File: src/rtl/imem_fetch_arbiter_pkg.sv
// imem_pkg: shared constants and state type for the instruction-memory fetch arbiter
package imem_pkg;
    localparam int IMEM_ADDR_W = 14;
    localparam int IMEM_BYTES = 16384;
    localparam logic [31:0] IMEM_NOP = 32'h0;
    typedef enum logic [1:0] {IDLE, RD, DRAIN, WR} imem_state_t;
endpackage

File: src/rtl/imem_fetch_arbiter_rr_arb2.sv
// imem_rr_arb2: two-requester round-robin arbiter, pointer moves on every grant
module imem_rr_arb2 (
    input  logic clk,
    input  logic rst_n,
    input  logic en,
    input  logic req_f,
    input  logic req_l,
    output logic gnt_f,
    output logic gnt_l
);
    logic last_ld;
    // a tie goes to whichever requester was not served last
    always_comb begin
        gnt_f = en && req_f && (!req_l || last_ld);
        gnt_l = en && req_l && (!req_f || !last_ld);
    end
    // remember who was served; reset leaves fetch with priority
    always_ff @(posedge clk or negedge rst_n)
        if (!rst_n) last_ld <= 1'b1;
        else if (gnt_f || gnt_l) last_ld <= gnt_l;
endmodule

File: src/rtl/imem_fetch_arbiter.sv
// imem_fetch_arbiter: sequences 32-bit fetches as four byte reads and interleaves loader writes
module imem_fetch_arbiter
    import imem_pkg::*;
#(
    parameter int ADDR_W = IMEM_ADDR_W
) (
    input  logic              clk,
    input  logic              rst_n,
    input  logic              fetch_req,
    input  logic [31:0]       fetch_addr,
    input  logic              fetch_flush,
    output logic              fetch_gnt,
    output logic              fetch_valid,
    output logic [31:0]       fetch_instr,
    output logic              fetch_err,
    input  logic              ld_req,
    input  logic [ADDR_W-1:0] ld_addr,
    input  logic [7:0]        ld_data,
    output logic              ld_ack,
    output logic              mem_en,
    output logic              mem_we,
    output logic [ADDR_W-1:0] mem_addr,
    output logic [7:0]        mem_wdata,
    input  logic [7:0]        mem_rdata,
    output logic              busy
);
    imem_state_t state, state_d;
    logic [1:0]  cnt;
    logic [23:0] bytes_q;
    logic        gnt_l, addr_err, fetch_ok;

    assign addr_err = (fetch_addr[1:0] != 2'b0) || ((fetch_addr >> ADDR_W) != 32'd0);
    assign fetch_ok = fetch_gnt && !addr_err;

    imem_rr_arb2 u_arb (
        .clk   (clk),
        .rst_n (rst_n),
        .en    (state == IDLE),
        .req_f (fetch_req),
        .req_l (ld_req),
        .gnt_f (fetch_gnt),
        .gnt_l (gnt_l)
    );

    // state register
    always_ff @(posedge clk or negedge rst_n)
        if (!rst_n) state <= IDLE;
        else state <= state_d;

    // next state and state-decoded memory strobes; a flush kills the read in its own cycle
    always_comb begin
        state_d = state == IDLE  ? (gnt_l ? WR : fetch_ok ? RD : IDLE)
                : state == RD    ? (fetch_flush ? IDLE : cnt == 2'd3 ? DRAIN : RD)
                : IDLE;
        mem_en  = (state == RD && !fetch_flush) || state == WR;
        mem_we  = state == WR;
        ld_ack  = state == WR;
        busy    = state != IDLE;
    end

    // address/data registers and big-endian byte assembly (first byte read ends up as MSB)
    always_ff @(posedge clk or negedge rst_n)
        if (!rst_n) begin
            cnt         <= 2'd0;
            bytes_q     <= 24'd0;
            mem_addr    <= '0;
            mem_wdata   <= 8'd0;
            fetch_instr <= IMEM_NOP;
            fetch_valid <= 1'b0;
            fetch_err   <= 1'b0;
        end else begin
            fetch_valid <= 1'b0;
            fetch_err   <= 1'b0;
            if (fetch_gnt && addr_err) begin
                fetch_valid <= 1'b1;
                fetch_err   <= 1'b1;
                fetch_instr <= IMEM_NOP;
            end
            if (fetch_ok) begin
                mem_addr <= fetch_addr[ADDR_W-1:0];
                cnt      <= 2'd0;
            end
            if (gnt_l) begin
                mem_addr  <= ld_addr;
                mem_wdata <= ld_data;
            end
            if (state == RD && !fetch_flush) begin
                cnt <= cnt + 2'd1;
                if (cnt != 2'd3) mem_addr <= mem_addr + ADDR_W'(1);
                if (cnt != 2'd0) bytes_q <= {bytes_q[15:0], mem_rdata};
            end
            if (state == DRAIN && !fetch_flush) begin
                fetch_valid <= 1'b1;
                fetch_instr <= {bytes_q, mem_rdata};
            end
        end
endmodule
File: config.mk
export PLATFORM = sky130hd
export DESIGN_NAME = imem_fetch_arbiter
export DESIGN_NICKNAME = d
export VERILOG_FILES = /design/src/rtl/imem_fetch_arbiter_pkg.sv /design/src/rtl/imem_fetch_arbiter_rr_arb2.sv /design/src/rtl/imem_fetch_arbiter.sv
export SDC_FILE = /design/constraint.sdc
export NUM_CORES = 1
export LEC_CHECK = 0
export CORE_UTILIZATION = 25
export CTS_CLUSTER_SIZE = 12
export DETAILED_ROUTE_END_ITERATION = 10
export PLACE_DENSITY_LB_ADDON = 0.3
export SKIP_CTS_REPAIR_TIMING = 1
export SYNTH_ARGS = -nofsm -noshare
export SYNTH_HDL_FRONTEND = slang
export SYNTH_HIERARCHICAL = 1
export SYNTH_SLANG_ARGS = --single-unit
File: constraint.sdc
create_clock -name clk -period 2.7 [get_ports clk]
set_clock_uncertainty 0.15 [all_clocks]
set_input_delay 0.405 -clock clk [delete_from_list [all_inputs] [get_ports clk]]
set_output_delay 0.405 -clock clk [all_outputs]
set_load 0.01 [all_outputs]
==> run metrics, run 1 <==
status complete, no violations; Hold Violations, Final 0; Crit path arrival time just under 2 ns; share of post-route cells with drive strength above 1 a little over an eighth; Synth Cell Area 3910 um^2; Post-synth EDFFs 0; Gate Count Post-Synth around 390; WP data required between 2 and 2.5 ns; RSZ-0062 raised after global routing no; Period minus WS final 2.51 ns; asr flop ratio synth between 90% and 100%; footprint of the multi-input gates 1630 um^2; number of CTS-inserted buffers 9; Syn Area/Cell between 10 and 15 um^2; Worst VDD drop roughly 0.36 mV; WL met3 between 300 and 400 um; Cell Rows between 40 and 50; met1 wire length slightly below 5 mm; WS Path Type flip-flop to output port; clock root buffer clkbuf_16; worst hold path type flip-flop to flip-flop; Final Net Count between 500 and 600; DIE AREA 16100 um^2; Yosys warnings 6; port bufs around 130; fmax 399 MHz; HPWL Detailed between 7 and 8 mm; Sequential Area between 2000 and 2500 um^2; flip-flop and latch count after synthesis 85; Clock transition at path regs 0.07 ns; Setup-failing EPs final 0; first-pass GRT wire length ~17 mm; Vias/cell about 4.6; max_slew headroom 42.0%; area delta synth->final 45.8%; vias around 3200; fin util 37.5%; Pre-antenna DRT Iters 4; peak fanout along the critical path 9; die span in y 127 um; clock latency on the worst-skew pair between 0.3 and 0.4 ns; largest net degree at the start of global routing 50; First DRT Iteration DRCs around 140; vias in the first global route around 3300; gr ovfl total 0; Power Dens Cells between 1000 and 1500 nW/um^2; CP endpoint kind output port; number of routed nets with antenna violations 0; top sig layer met4; Synth top area share 53.8%; Total GRT Usage a little over an eighth; Primary FF master, synth dfrtp_1; Final Cycle Share 92.9%; initial antenna violation count 0; Top Ports around 130; top post-synthesis cells by area dfrtp_1 54%, nand2_1 9.1%, mux2_2 7.8%; Yosys cell types 42; ant diodes 0; Worst Tran Pin Value 0.867 ns; clock buffer depth 2; metal2 WL 4.85 mm; RePlAce Congestion between 0.7 and 0.8; Initial Util approximately a quarter; TritonCTS clock tree built; number of maximum-capacitance violations 0; final setup TNS 0 ns; Final Max Tran Viols 0; Core Box Area 15200 um^2; DRC Markers 0; Seq/Total Area, Yosys ~54%; DR WL/cell approximately 15 um; syn nets around 460; Routed WL about 10 mm; Yosys top cell by area dfrtp_1; clk sinks 85; Pleak around 0.0023 uW; htree depth 3; Layout fillers approximately 1500; DIE WIDTH 127 um; startpoint types flip-flop
-- final timing paths --
check	from	end	slack, ns	cells after the start
min in group asynchronous	rst_n	mem_wdata[1]	0.43	2
worst max register to register	state[0]	mem_addr[6]	0.60	4
worst min-delay path	bytes_q[23]	fetch_instr[31]	0.34	2
worst min register to register	bytes_q[23]	fetch_instr[31]	0.34	2
worst max-delay path	state[0]	fetch_gnt	0.19	4
max in group asynchronous	rst_n	fetch_instr[23]	1.32	3
-- logic make-up (layout without fill, tap and decap cells) --
kind of cell	Yosys count	count (layout)	share of synthesized area (%)
XOR/XNOR	12	12	2.69
AO/OA/AOI/OAI	71	71	9.93
AND/OR/NAND/NOR	151	151	18.7
buffers and inverters	32	161	3.97
adder cells (fa/ha/maj)	3	3	0.961
flip-flops	85	85	54.5
multiplexers	32	32	9.22
-- Yosys cell counts, types with 2 or more instances --
library cell,number
nor4_1,5
ha_1,3
nand4_1,2
nand3_2,2
nor3_1,5
nand2_1,95
a21oi_1,8
xor2_1,10
mux2_2,27
xnor2_1,2
o21ai_0,30
buf_6,3
mux2_1,5
clkbuf_1,13
o21ai_1,17
nand3b_1,14
nand3_1,7
nor2_4,2
or4_4,2
buf_2,6
dfrtp_1,84
inv_1,7
nor2_1,7
a31oi_1,11
nand2b_1,2
-- stage by stage --
step                worst slack [ns]  total power (uW)  hold slack [ns]  instance area [um^2]  cells
CTS                            0.119              5870          -0.0983                  5680    702
global placement               0.279              4550            0.263                  5390    686
global route                  0.0419              6200            0.373                  5690    703
floorplan                      0.606              3400          -0.0406                  3910    386
detailed placement             0.156              4620            0.270                  5390    686
finish                         0.193              5780            0.341                  5690    703
-- cells in the final DEF (no fill, tap or decap), types with 3 or more instances in the layout --
cell / n
nand2_1: 95
inv_1: 7
dfrtp_1: 84
o21ai_1: 17
buf_4: 9
nand3_1: 7
nor2_1: 7
mux2_2: 27
mux2_1: 5
clkbuf_16: 9
nor3_1: 4
nor4_1: 5
a21oi_1: 7
o21ai_0: 30
a31oi_1: 11
xor2_1: 10
nand3b_1: 14
ha_1: 3
clkdlybuf4s50_1: 126
-- power breakdown --
group          switching (uW)  internal [uW]  leakage [uW]
registers                 458           1830       0.00108
clock network             565            648      0.000143
logic                    1020           1260       0.00112
total                    2040           3730       0.00234
-- cell type report --
type	instances	area share (%)
repair buffers	138	24.2
well taps	188	4.13
flip-flops and latches	85	37.4
clock buffers	9	3.96
multi-input cells	269	28.7
inverters	7	0.461
clock inverters	7	1.21
-- worst max-delay path: stages, from the launching register on --
cell and delay [ns]:
dfrtp_1 0.46, nor2_1 0.28, nand2_1 0.09, a21oi_1 0.19, clkdlybuf4s50_1 0.59
-- metal layers --
metal / up-vias / GRT usage (%)
met3: 14 / 2.72
met2: 78 / 21.3
met1: 1554 / 17.5
li1: 1569 / -
met4: 0 / 4.48
met5: - / 0
-- registers in the layout, indices dropped and copies added (netlist names) --
signal         count
mem_addr          14
fetch_err          1
state              2
fetch_instr       32
bytes_q           24
u_arb/last_ld      1
cnt                2
mem_wdata          8
fetch_valid        1
Note: power is estimated with default switching activity, not from simulation.
==> inputs of run 2 (changes only) <==
--- a/config.mk
+++ b/config.mk
@@ -8,8 +8,8 @@
 export CORE_UTILIZATION = 25
 export CTS_CLUSTER_SIZE = 12
 export DETAILED_ROUTE_END_ITERATION = 10
-export PLACE_DENSITY_LB_ADDON = 0.3
 export SKIP_CTS_REPAIR_TIMING = 1
+export SLEW_MARGIN = 20
 export SYNTH_ARGS = -nofsm -noshare
 export SYNTH_HDL_FRONTEND = slang
 export SYNTH_HIERARCHICAL = 1
==> constraint.sdc (replaced) <==
create_clock -name clk -period 2.7 [get_ports clk]
set_clock_uncertainty 0.15 [all_clocks]
set_input_delay 0.27 -clock clk [delete_from_list [all_inputs] [get_ports clk]]
set_output_delay 0.27 -clock clk [all_outputs]
set_load 0.01 [all_outputs]
==> run 2 against run 1 <==
  * Register-to-register slack barely moved
  * Final area fell by 0.22%
  * Combinational power barely moved
  * Maximum frequency rose by 5.9%
  * Sequential cell count did not move
  * Critical path depth did not move
==> run metrics, run 2 (synthesized netlist as in run 1, its figures left out) <==
Reg2Reg Setup Slack 0.61 ns (about the same); number of CTS-inserted buffers 9 (unchanged); DIE WIDTH 127 um (unchanged); gr ovfl total 0 (unchanged); commonest non-fill, non-tap cell in the layout clkdlybuf4s50_1; DR WL/cell 15.0 um (+2.8%); final setup TNS 0 ns (unchanged); Total GRT Usage 13.9% (+0.75 points); Final Max Tran Viols 0 (unchanged); Psw 1980 uW (-3.0%); Vias/cell 4.62 (+1.1%); peak fanout along the critical path 9 (unchanged); TritonCTS clock tree built; clock buffer depth 2 (unchanged); DIE AREA 16100 um^2 (unchanged); Power Dens Cells 1010 nW/um^2 (about the same); DRC Markers 0 (unchanged); WS Path Type flip-flop to output port; initial antenna violation count 0 (unchanged); Worst VDD drop 0.320 mV (-10%); max reg flops 32 (unchanged); Clk pwr share 20.7% (-0.3 points); Layout fillers 1496 (-3.1%); r2r worst-path depth 7 (+3); Finished Layout Cells 703 (unchanged); cell area after placement 5380 um^2 (-0.23%); Crit path arrival time 1.95 ns (about the same); internal power 3780 uW (+1.4%); sw frac 34.4% (-1.0 points); Largest regs fetch_instr: 32 flops, bytes_q: 24 flops, mem_addr: 14 flops; fin area 5680 um^2 (-0.22%); vias 3250 (+1.1%); Pre-antenna DRT Iters 5 (+1); Placed Instances 686 (unchanged); RSZ-0062 raised after global routing no; Top Ports 128 (unchanged); commonest cells after routing, fill and taps aside 126 x clkdlybuf4s50_1, 95 x nand2_1, 84 x dfrtp_1; Pleak 0.00233 uW (-0.33%); die span in y 127 um (unchanged); worst flop-to-flop path startpoint cnt[0]; CP endpoint kind output port; Sequential Power Share 39.6% (about the same); vias in the first global route 3373 (+1.8%); largest net degree at the start of global routing 46 (-8.0%); max_slew headroom 44.6% (+2.6 points); clock root buffer clkbuf_16; clk sinks 85 (unchanged); first-pass GRT wire length 17.4 mm (+3.9%); status complete, no violations; number of routed nets with antenna violations 0 (unchanged); Core Box Area 15200 um^2 (unchanged); area delta synth->final 45.5%; Cell Rows 45 (unchanged); port bufs 127 (unchanged); Final Power 5770 uW (-0.19%); HPWL Detailed 7.41 mm (+2.6%); worst hold path type primary input to async pin; ant diodes 0 (unchanged); clock latency on the worst-skew pair 0.34 ns (about the same); Setup-failing EPs final 0 (unchanged); Largest Register fetch_instr; Period minus WS final 2.37 ns (-0.139 ns); Final Net Count 580 (unchanged); share of post-route cells with drive strength above 1 13.0% (-0.19 points); htree depth 3 (unchanged); Worst Tran Pin Value 0.828 ns (-0.0393 ns); RePlAce Congestion 0.729 (-3.9%); Final Cycle Share 87.7% (-5.2 points); Initial Util 25.7% (unchanged); First DRT Iteration DRCs 191 (+37%); fmax 422 MHz (+5.9%); Hold Violations, Final 0 (unchanged); Clock transition at path regs 0.06 ns (about the same); Comb pwr share 39.6% (+0.2 points); Fin Hold WS 0.325 ns (-0.0156 ns); number of maximum-capacitance violations 0 (unchanged); startpoint types flip-flop; Worst R2R End mem_addr[3]; WP data required 2.28 ns (+0.14 ns); Routed WL 10.5 mm (+2.8%)
run 2: changes by cell type in the layout (fill, tap and decap cells not counted), sizes merged:
cell / delta
clkbuf: +5
clkinv: -2
inv: -3
run 2: routing by layer:
layer  GRT usage, %  vias to the layer above  wire length, um  part of all wire (%)
met1           18.4                     1584             5000                    47
met4           7.14                        0              264                   2.5
met2           21.8                       83             4860                    46
met3           2.55                       17              421                   4.0
met5              0                        -                0                     0
li1               -                     1566                -                     -
run 2: worst max path at each step:
stage,startpoint,cells after the start,slack (ns),to
6_report,state[0],4,0.33,fetch_gnt
5_1_grt,state[0],4,0.15,fetch_gnt
4_1_cts,state[0],4,0.20,fetch_gnt
3_5_place_dp,fetch_addr[24],6,0.26,mem_addr[3]
3_3_place_gp,fetch_addr[24],6,0.35,mem_addr[3]
2_1_floorplan,state[0],6,0.61,mem_wdata[3]
run 2: power groups by stage:
stage / Sequential, uW / Combinational, uW / Clock (uW)
finish: 2290 / 2280 / 1200
global route: 2380 / 2510 / 1300
detailed placement: 2310 / 2310 / 0
CTS: 2300 / 2320 / 1240
floorplan: 2340 / 1060 / 0
global placement: 2280 / 2270 / 0
run 2: area by class of cell:
type,count,area (um^2),area share (%)
clock inverter,2,16.3,0.286
sequential,85,2130,37.5
multi-input combinational,269,1640,28.8
inverter,7,26.3,0.462
clock buffer,14,274,4.82
tap,188,235,4.14
timing repair buffer,138,1370,24.0
run 2: critical path, stage by stage (launching register included):
cell and delay (ns):
dfrtp_1 0.45, nor2_1 0.27, nand2_1 0.11, a21oi_2 0.20, clkdlybuf4s50_1 0.58
run 2: metrics by stage:
step,worst slack (ns),utilization [%]
2_1_floorplan,0.606,-
3_3_place_gp,0.348,35.4
3_5_place_dp,0.264,35.4
4_1_cts,0.196,37.3
5_1_grt,0.152,37.4
6_report,0.332,37.4
